### config.mk
export PLATFORM = sky130hd
export DESIGN_NAME = mcga_prefetch_fifo
export DESIGN_NICKNAME = d
export VERILOG_FILES = /design/src/rtl/mcga_prefetch_fifo.sv
export SDC_FILE = /design/constraint.sdc
export NUM_CORES = 1
export LEC_CHECK = 0
export ABC_CLOCK_PERIOD_IN_PS = 3300
export BUFFER_PORTS_ARGS = -buffer_cell sky130_fd_sc_hd__buf_2
export CAP_MARGIN = 10
export CORE_UTILIZATION = 50
export DETAILED_ROUTE_END_ITERATION = 6
export PLACE_DENSITY = 0.78
export REMOVE_ABC_BUFFERS = 1
export SYNTH_ARGS = -nofsm -noshare
export SYNTH_HDL_FRONTEND = slang
export SYNTH_SLANG_ARGS = --single-unit
### constraint.sdc
create_clock -name clk -period 3.3 [get_ports clk]
set_clock_uncertainty 0.2 [all_clocks]
set_input_delay 0.495 -clock clk [delete_from_list [all_inputs] [get_ports clk]]
set_output_delay 0.495 -clock clk [all_outputs]
set_load 0.1 [all_outputs]
### src/rtl/mcga_prefetch_fifo.sv
// Sequential read prefetcher for MCGA scan-out: issues single-word reads from a
// programmed base address and buffers the returned words in a small FWFT FIFO.
module mcga_prefetch_fifo #(
    parameter int DEPTH = 8
) (
    input  logic                     clk,
    input  logic                     reset,
    input  logic                     start,
    input  logic [18:0]              base_addr,
    input  logic [9:0]               word_count,
    output logic                     busy,
    output logic [18:0]              m_addr,
    input  logic [15:0]              m_data_in,
    output logic                     m_access,
    input  logic                     m_ack,
    output logic                     m_wr_en,
    output logic [1:0]               m_bytesel,
    input  logic                     pop,
    output logic [15:0]              data_out,
    output logic                     empty,
    output logic [$clog2(DEPTH):0]   level,
    output logic                     underflow
);

    localparam int AW = $clog2(DEPTH);
    localparam logic [AW:0] FULL = (AW+1)'(DEPTH);

    localparam logic [1:0] IDLE  = 2'd0;
    localparam logic [1:0] REQ   = 2'd1;
    localparam logic [1:0] GAP   = 2'd2;
    localparam logic [1:0] ABORT = 2'd3;

    logic [1:0]    r_state;
    logic [18:0]   r_addr;
    logic [9:0]    r_remaining;
    logic [18:0]   r_pend_addr;
    logic [9:0]    r_pend_count;
    logic [15:0]   r_mem [DEPTH];
    logic [AW-1:0] r_wptr;
    logic [AW-1:0] r_rptr;
    logic [AW:0]   r_level;
    logic          r_underflow;

    logic          w_idleOrGap;
    logic          w_abortDone;
    logic          w_flush;
    logic          w_write;
    logic          w_empty;
    logic          w_popOk;
    logic [18:0]   w_newAddr;
    logic [9:0]    w_newCount;

    assign w_idleOrGap = (r_state == IDLE) || (r_state == GAP);
    // A start colliding with an ack in REQ behaves exactly like an abort completing.
    assign w_abortDone = m_ack && ((r_state == ABORT) || ((r_state == REQ) && start));
    assign w_flush     = (w_idleOrGap && start) || w_abortDone;
    assign w_write     = (r_state == REQ) && m_ack && !start;
    assign w_empty     = (r_level == '0);
    assign w_popOk     = pop && !w_empty && !w_flush;
    assign w_newAddr   = start ? base_addr  : r_pend_addr;
    assign w_newCount  = start ? word_count : r_pend_count;

    always_ff @(posedge clk) begin
        if (!reset) begin
            r_state      <= IDLE;
            r_addr       <= '0;
            r_remaining  <= '0;
            r_pend_addr  <= '0;
            r_pend_count <= '0;
        end else begin
            case (r_state)
                IDLE, GAP: begin
                    if (start) begin
                        r_addr      <= base_addr;
                        r_remaining <= word_count;
                        r_state     <= (word_count != '0) ? REQ : IDLE;
                    end else if ((r_state == GAP) && (r_remaining != '0) && (r_level < FULL)) begin
                        r_state <= REQ;
                    end
                end
                REQ: begin
                    if (w_abortDone) begin
                        r_addr      <= w_newAddr;
                        r_remaining <= w_newCount;
                        r_state     <= (w_newCount != '0) ? REQ : IDLE;
                    end else if (start) begin
                        r_pend_addr  <= base_addr;
                        r_pend_count <= word_count;
                        r_state      <= ABORT;
                    end else if (m_ack) begin
                        r_addr      <= r_addr + 19'd1;
                        r_remaining <= r_remaining - 10'd1;
                        r_state     <= (r_remaining == 10'd1) ? IDLE : GAP;
                    end
                end
                default: begin
                    if (w_abortDone) begin
                        r_addr      <= w_newAddr;
                        r_remaining <= w_newCount;
                        r_state     <= (w_newCount != '0) ? REQ : IDLE;
                    end else if (start) begin
                        r_pend_addr  <= base_addr;
                        r_pend_count <= word_count;
                    end
                end
            endcase
        end
    end

    always_ff @(posedge clk) begin
        if (!reset) begin
            r_wptr      <= '0;
            r_rptr      <= '0;
            r_level     <= '0;
            r_underflow <= 1'b0;
        end else begin
            if (w_flush) begin
                r_wptr  <= '0;
                r_rptr  <= '0;
                r_level <= '0;
            end else begin
                if (w_write) r_wptr <= r_wptr + AW'(1);
                if (w_popOk) r_rptr <= r_rptr + AW'(1);
                if (w_write && !w_popOk)      r_level <= r_level + (AW+1)'(1);
                else if (!w_write && w_popOk) r_level <= r_level - (AW+1)'(1);
            end
            if (start)                          r_underflow <= 1'b0;
            else if (pop && w_empty && !w_flush) r_underflow <= 1'b1;
        end
    end

    always_ff @(posedge clk) begin
        if (w_write) r_mem[r_wptr] <= m_data_in;
    end

    assign m_access  = (r_state == REQ) || (r_state == ABORT);
    assign m_addr    = r_addr;
    assign m_wr_en   = 1'b0;
    assign m_bytesel = 2'b11;
    assign busy      = (r_state != IDLE);
    assign data_out  = w_empty ? 16'h0000 : r_mem[r_rptr];
    assign empty     = w_empty;
    assign level     = r_level;
    assign underflow = r_underflow;

endmodule

==> results of run 1 <==
## power breakdown
group          switching (mW)  internal (mW)
sequential              0.104           2.76
combinational           0.883          0.311
clock                    1.01           1.47
## routing by layer
| metal | vias up | wire (um) | part of all wire (%) |
|---|---|---|---|
| met4 | 0 | 382 | 1.8 |
| met3 | 35 | 1390 | 6.4 |
| met2 | 223 | 10500 | 49 |
| met1 | 3237 | 9310 | 43 |
| met5 | - | 0 | 0 |
| li1 | 3141 | - | - |
## how the worst min path moves through the flow
stage	endpoint	slack (ns)	from
after CTS	r_mem[7][1]	0.05	m_data_in[1]
after global routing	r_mem[1][3]	0.06	m_data_in[3]
after detailed placement	r_pend_addr[11]	0.26	r_pend_addr[11]
after global placement	r_pend_addr[5]	0.25	r_pend_addr[5]
final	r_pend_addr[14]	0.06	base_addr[14]
after floorplan	r_pend_addr[10]	0.24	r_pend_addr[10]
## worst max-delay path, delay by kind of cell (launching register included)
| family | cells | cell delay, ns |
|---|---|---|
| DFF | 1 | 0.52 |
| muxes | 2 | 0.75 |
| buffers and inverters | 2 | 0.55 |
| and+or+nand+nor | 1 | 0.08 |
## flip-flops by register name (all words and copies together), names as in the netlist, named ones only
| register | cells |
|---|---|
| m_addr | 19 |
| level | 4 |
| r_mem | 128 |
| r_rptr | 3 |
| underflow | 1 |
| r_remaining | 10 |
| r_pend_count | 10 |
| r_wptr | 3 |
| r_pend_addr | 19 |
| r_state | 2 |
## cell families after synthesis
logic type | after synthesis
mux | 60
fa+ha+maj | 9
buf+inv | 67
xor+xnor | 19
flops | 202
other cells | 2
compound gates | 196
simple gates | 219
## final cells by class
class	instances	area share, %
sequential	202	49.0
tap	229	2.63
clock inverter	16	1.66
timing repair buffer	124	7.02
inverter	11	0.380
clock buffer	24	5.13
multi-input combinational	506	34.1
antenna	2	0.0460
## per-stage QoR
stage / worst slack, ns / util (%) / setup TNS [ns]
global route: 0.0866 / 60.1 / 0
floorplan: -1.50 / - / -168.75
global placement: 0.354 / 56.0 / 0
CTS: 0.145 / 60.1 / 0
detailed placement: 0.318 / 56.0 / 0
finish: 0.184 / 60.1 / 0
## cell usage in the layout, fill, tap and decap left out, types with 15 or more instances in the layout
master and count:
sky130_fd_sc_hd__a21boi_0 30, sky130_fd_sc_hd__a21oi_1 23, sky130_fd_sc_hd__buf_2 92, sky130_fd_sc_hd__buf_4 27
sky130_fd_sc_hd__clkbuf_16 22, sky130_fd_sc_hd__dfxtp_1 73, sky130_fd_sc_hd__edfxtp_1 128, sky130_fd_sc_hd__mux2i_1 26
sky130_fd_sc_hd__mux4_2 32, sky130_fd_sc_hd__nand2_1 82, sky130_fd_sc_hd__nor2_1 54, sky130_fd_sc_hd__o21ai_0 52
sky130_fd_sc_hd__o221ai_1 15, sky130_fd_sc_hd__o22ai_1 15
## repair_timing
item,in CTS,in global routing
resized for setup,1,0
setup endpoints to repair,1,0
hold buffers,0,0
==> flow_metrics.py, run 1 <==
metrics = {
    "routing": {
        "viasPerCell": 5.96,
        "final_antenna_net_count": 0,
        "final_wirelength_um": 21600,
        "number_of_violations_reported_at_the_end_of_detailed_routing_iteration_0": 647,
        "detailedRoute.firstPassIterationCount": 7,
        "via_count": 6636,
        "post_drt_wl_per_cell_um": 19.4,
        "drt_drc_violations_left": 24,
    },
    "status": {
        "failed_checks": "design-rule violations",
        "outcome": "finished, violations left",
    },
    "critical_path": {
        "r2r_worst_path_depth": 9,
        "timing.critical_path.to": "data_out[5]",
        "worstReg2RegStart": "level[0]",
        "timing.critical_path.arrival_ns": 2.42,
        "crit_path_end_kind": "output pin",
        "critical_path.slowest_cell": "sky130_fd_sc_hd__mux4_2",
        "critPathRequiredTime_ns": 2.60,
        "timing.critical_path.slowest_cell_delay_ns": 0.54,
        "criticalPathCategory": "flop to output pin",
        "max_fo_critical_path": 15,
        "timing.critical_path.cells": "buf_4 > mux4_2 > mux2i_1 > nor2_1 > buf_2",
        "worstReg2RegEnd": "level[3]",
        "worst-r2r-setup-slack_ns": 0.29,
        "critical_path_source_type": "flop",
    },
    "global_route": {
        "grtUsageTotal_pct": 22.5,
        "antenna_found_initial": 3,
        "first_pass_grt_wire_length_um": 34100,
        "globalRoute.busiestLayer": "met2",
        "grt_max_degree": 39,
        "grt_util_met2_pct": 37.9,
        "first_global_vias": 6312,
        "global_route.usage.met1_pct": 30.4,
        "gr-usage-met3_pct": 4.02,
        "globalRoute.totalOverflow": 0,
    },
    "synthesis": {
        "synth_cell_type_count": 63,
        "post_synth_mux_area_share_pct": 10.8,
        "synth.top_cells.by_count": "sky130_fd_sc_hd__edfxtp_1 (128), sky130_fd_sc_hd__nand2_1 (82), sky130_fd_sc_hd__dfxtp_1 (74)",
        "ys_warnings": 0,
        "synth_top_family_by_area": "compound AO/OA/AOI/OAI gates",
        "syn_area_per_cell_um2": 12.0,
        "synth-xor-area-share_pct": 1.79,
        "synthesis.instances": 774,
        "synth_top_area_share_pct": 41.4,
        "yosys.area.top_type": "sky130_fd_sc_hd__edfxtp_1",
        "synth_top_flop_cell": "sky130_fd_sc_hd__edfxtp_1",
        "number_of_synthesized_register_bits": 202,
        "leading_cell_types_by_total_area_after_synthesis": "sky130_fd_sc_hd__edfxtp_1 (41%), sky130_fd_sc_hd__dfxtp_1 (16%), sky130_fd_sc_hd__mux4_2 (7.8%)",
        "synth_fa_ha_area_share_pct": 1.29,
        "ys_async_sr_fraction_pct": 0,
        "synthesis.area_um2": 9290,
        "synth-simple-area-share_pct": 11.4,
        "synth.most_common_cell": "sky130_fd_sc_hd__edfxtp_1",
        "portion_of_the_post_synthesis_area_used_by_sequential_elements_pct": 57.4,
        "synth-compound-area-share_pct": 14.3,
        "synth_enable_flop_cells": 128,
    },
    "clocking": {
        "clock_tree.buffer_depth": 3,
        "cts_tree": "done",
        "clkLatencyLatePin_ns": 0.50,
        "h_tree_depth": 1,
        "cts_setup_buffers": 0,
        "clockRootBuffer": "sky130_fd_sc_hd__clkbuf_16",
        "numCtsBuffers": 22,
        "clk_pin_slew_ns": 0.06,
        "clkSinkCount": 202,
    },
    "cells_and_area": {
        "fillCellCount": 1459,
        "design.final.nets": 926,
        "design_area_um2": 10900,
        "finalNonFillerCells": 1114,
        "layout-drive-gt1-share_pct": 24.2,
        "growth_of_design_area_from_synthesis_to_finish_pct": 17.1,
        "multiInputGateArea_um2": 3710,
        "reg_area_um2": 5330,
    },
    "sta": {
        "worst_pin_slew_ns": 0.837,
        "finalMaxSlewViolations": 0,
        "finalHoldWorstSlack_ns": 0.0637,
        "fmax_ghz": 0.321,
        "slew_headroom_pct": 44.2,
        "period_share_pct": 94.4,
        "final_hold_viol_count": 0,
        "finalSetupViolations": 0,
        "min_cycle_time_layout_ns": 3.12,
        "unrepaired_setup_endpoints_after_global_routing": "false",
    },
    "pwr": {
        "p_leak_nw": 3.76,
        "ir_drop_mv": 0.421,
        "report.power.total_mw": 6.54,
        "power.density_nw_per_um2": 601,
    },
    "floorplanning": {
        "fp.dieW_um": 138,
        "initial_utilization_pct": 51.3,
        "die-height_um": 138,
        "boundaryPins": 96,
        "core-area_um2": 18100,
        "design.die.area_um2": 19100,
        "rows": 49,
    },
    "hold_path": {
        "hold-path-cell-count": 3,
        "min_path_type": "input port to flop",
    },
    "placement": {
        "gpl_congestion": 0.895,
        "placedInstanceArea_um2": 10100,
        "io_buf_count": 92,
        "placedCellCount": 1072,
        "detailedPlacementHpwl_um": 13900,
    },
    "flow_run": {
        "max_cap_viol_count": 0,
    },
}
Power figures use the tool's default switching activity.
==> inputs of run 2 (changes only) <==
--- a/config.mk
+++ b/config.mk
@@ -10,7 +10,7 @@
 export CAP_MARGIN = 10
 export CORE_UTILIZATION = 50
 export DETAILED_ROUTE_END_ITERATION = 6
-export PLACE_DENSITY = 0.78
+export PLACE_DENSITY = 0.7
 export REMOVE_ABC_BUFFERS = 1
 export SYNTH_ARGS = -nofsm -noshare
 export SYNTH_HDL_FRONTEND = slang
==> flow_metrics.py, run 2 (synthesis results as in run 1) <==
metrics = {
    "clocking": {
        "clock_tree.buffer_depth": 3,
        "clkLatencyLatePin_ns": 0.50,
        "cts_tree": "done",
        "cts_repair_resize_count": 0,
        "h_tree_depth": 1,
        "holdBufCountCts": 0,
        "cts_setup_buffers": 0,
        "clockRootBuffer": "sky130_fd_sc_hd__clkbuf_16",
        "numCtsBuffers": 21,
        "clk_pin_slew_ns": 0.06,
        "clkSinkCount": 202,
    },
    "routing": {
        "number_of_violations_reported_at_the_end_of_detailed_routing_iteration_0": 434,
        "final_antenna_net_count": 0,
        "viasPerCell": 6.01,
        "drt_drc_violations_left": 13,
        "post_drt_wl_per_cell_um": 19.7,
        "detailedRoute.firstPassIterationCount": 7,
        "via_count": 6661,
        "final_wirelength_um": 21800,
    },
    "critical_path": {
        "critical_path_source_type": "flop",
        "crit_path_end_kind": "output pin",
        "critPathLaunch": "level[0]",
        "timing.critical_path.arrival_ns": 2.37,
        "critPathRequiredTime_ns": 2.60,
        "worstReg2RegStart": "level[0]",
        "max_fo_critical_path": 17,
        "criticalPathCategory": "flop to output pin",
    },
    "sta": {
        "finalMaxSlewViolations": 0,
        "unrepaired_setup_endpoints_after_global_routing": "false",
        "finalSetupViolations": 0,
        "slew_headroom_pct": 52.5,
        "final_hold_viol_count": 0,
        "worst_pin_slew_ns": 0.713,
        "min_cycle_time_layout_ns": 3.06,
        "period_share_pct": 92.8,
        "fmax_ghz": 0.327,
        "finalHoldWorstSlack_ns": 0.0584,
    },
    "cells_and_area": {
        "layout-drive-gt1-share_pct": 23.8,
        "growth_of_design_area_from_synthesis_to_finish_pct": 15.5,
        "antenna-diode-count": 0,
        "multiInputGateArea_um2": 3710,
        "layout_common_cells": "sky130_fd_sc_hd__edfxtp_1 (128), sky130_fd_sc_hd__buf_2 (92), sky130_fd_sc_hd__nand2_1 (82)",
        "design_area_um2": 10700,
        "layout.cells.most_common": "sky130_fd_sc_hd__edfxtp_1",
        "reg_area_um2": 5330,
        "largest_register": "r_mem",
        "fillCellCount": 1429,
        "design.final.nets": 923,
        "largest_reg_flops": 128,
        "finalNonFillerCells": 1108,
    },
    "floorplanning": {
        "initial_utilization_pct": 51.3,
        "rows": 49,
        "fp.dieW_um": 138,
        "die-height_um": 138,
        "boundaryPins": 96,
        "design.die.area_um2": 19100,
        "core-area_um2": 18100,
    },
    "global_route": {
        "first_global_vias": 6672,
        "globalRoute.totalOverflow": 0,
        "antenna_found_initial": 1,
        "grtUsageTotal_pct": 22.7,
        "grt_max_degree": 42,
        "first_pass_grt_wire_length_um": 34500,
    },
    "placement": {
        "detailedPlacementHpwl_um": 14100,
        "gpl_congestion": 0.895,
        "placedCellCount": 1070,
        "placedInstanceArea_um2": 10100,
        "io_buf_count": 92,
    },
    "hold_path": {
        "min_path_type": "input port to flop",
        "worstHoldStart": "base_addr[16]",
    },
    "pwr": {
        "p_leak_nw": 3.72,
        "power.density_nw_per_um2": 589,
        "ir_drop_mv": 0.318,
    },
    "status": {
        "failed_checks": "design-rule violations",
        "outcome": "finished, violations left",
    },
    "flow_run": {
        "max_cap_viol_count": 0,
    },
}
-- run 2: cell types whose count changed in the layout (fill, tap and decap cells not counted), moves of 2 or more --
| cell | before | now |
|---|---|---|
| sky130_fd_sc_hd__buf_12 | 5 | 1 |
| sky130_fd_sc_hd__clkbuf_1 | 2 | 6 |
| sky130_fd_sc_hd__clkbuf_8 | 0 | 3 |
| sky130_fd_sc_hd__clkinv_1 | 6 | 3 |
| sky130_fd_sc_hd__clkinv_2 | 1 | 4 |
| sky130_fd_sc_hd__clkinvlp_4 | 3 | 0 |
| sky130_fd_sc_hd__buf_4 | 27 | 29 |
| sky130_fd_sc_hd__bufinv_16 | 3 | 1 |
| sky130_fd_sc_hd__diode_2 | 2 | 0 |
-- run 2: cell type report --
type | count | share of cell area [%]
well taps | 229 | 2.67
clock buffers | 30 | 5.50
multi-input cells | 506 | 34.6
inverters | 11 | 0.385
repair buffers | 122 | 6.51
clock inverters | 8 | 0.665
flip-flops and latches | 202 | 49.7
-- run 2: path summary, 6_finish.rpt --
kind                                        end  slack (ns)  depth (start not counted)
worst max-delay path                data_out[3]        0.24                          4
worst min-delay path            r_pend_addr[16]        0.06                          3
worst max register to register         level[3]        0.29                          9
worst min register to register   r_pend_addr[6]        0.27                          2
-- run 2: report_power, final --
| part | internal (mW) | total (mW) | switching [mW] |
|---|---|---|---|
| clock network | 1.32 | 2.27 | 0.940 |
| logic | 0.308 | 1.20 | 0.888 |
| registers | 2.76 | 2.86 | 0.0993 |
| total | 4.39 | 6.32 | 1.93 |
-- run 2: per-stage QoR --
| stage | power, mW | setup TNS (ns) | util [%] | setup WS (ns) |
|---|---|---|---|---|
| after floorplan | 3.79 | -168.75 | - | -1.50 |
| after CTS | 6.34 | 0 | 59.3 | 0.193 |
| final | 6.32 | 0 | 59.3 | 0.237 |
| after global routing | 6.54 | 0 | 59.3 | 0.0601 |
| after global placement | 4.07 | 0 | 55.6 | 0.321 |
| after detailed placement | 4.10 | 0 | 55.6 | 0.292 |
-- run 2: routing by layer --
layer / vias up / wire length (um) / share of wire (%) / global-route usage, %
li1: 3119 / - / - / -
met2: 247 / 10900 / 50 / 40.4
met3: 34 / 1340 / 6.2 / 4.05
met4: 0 / 388 / 1.8 / 6.62
met1: 3261 / 9150 / 42 / 28.3
met5: - / 0 / 0 / 0
-- run 2: worst max-delay path, cell delays in order (launching register included) --
cell and delay, ns:
sky130_fd_sc_hd__dfxtp_1 0.43, sky130_fd_sc_hd__or4_1 0.23, sky130_fd_sc_hd__clkinv_1 0.49, sky130_fd_sc_hd__nor2_1 0.26, sky130_fd_sc_hd__buf_2 0.45
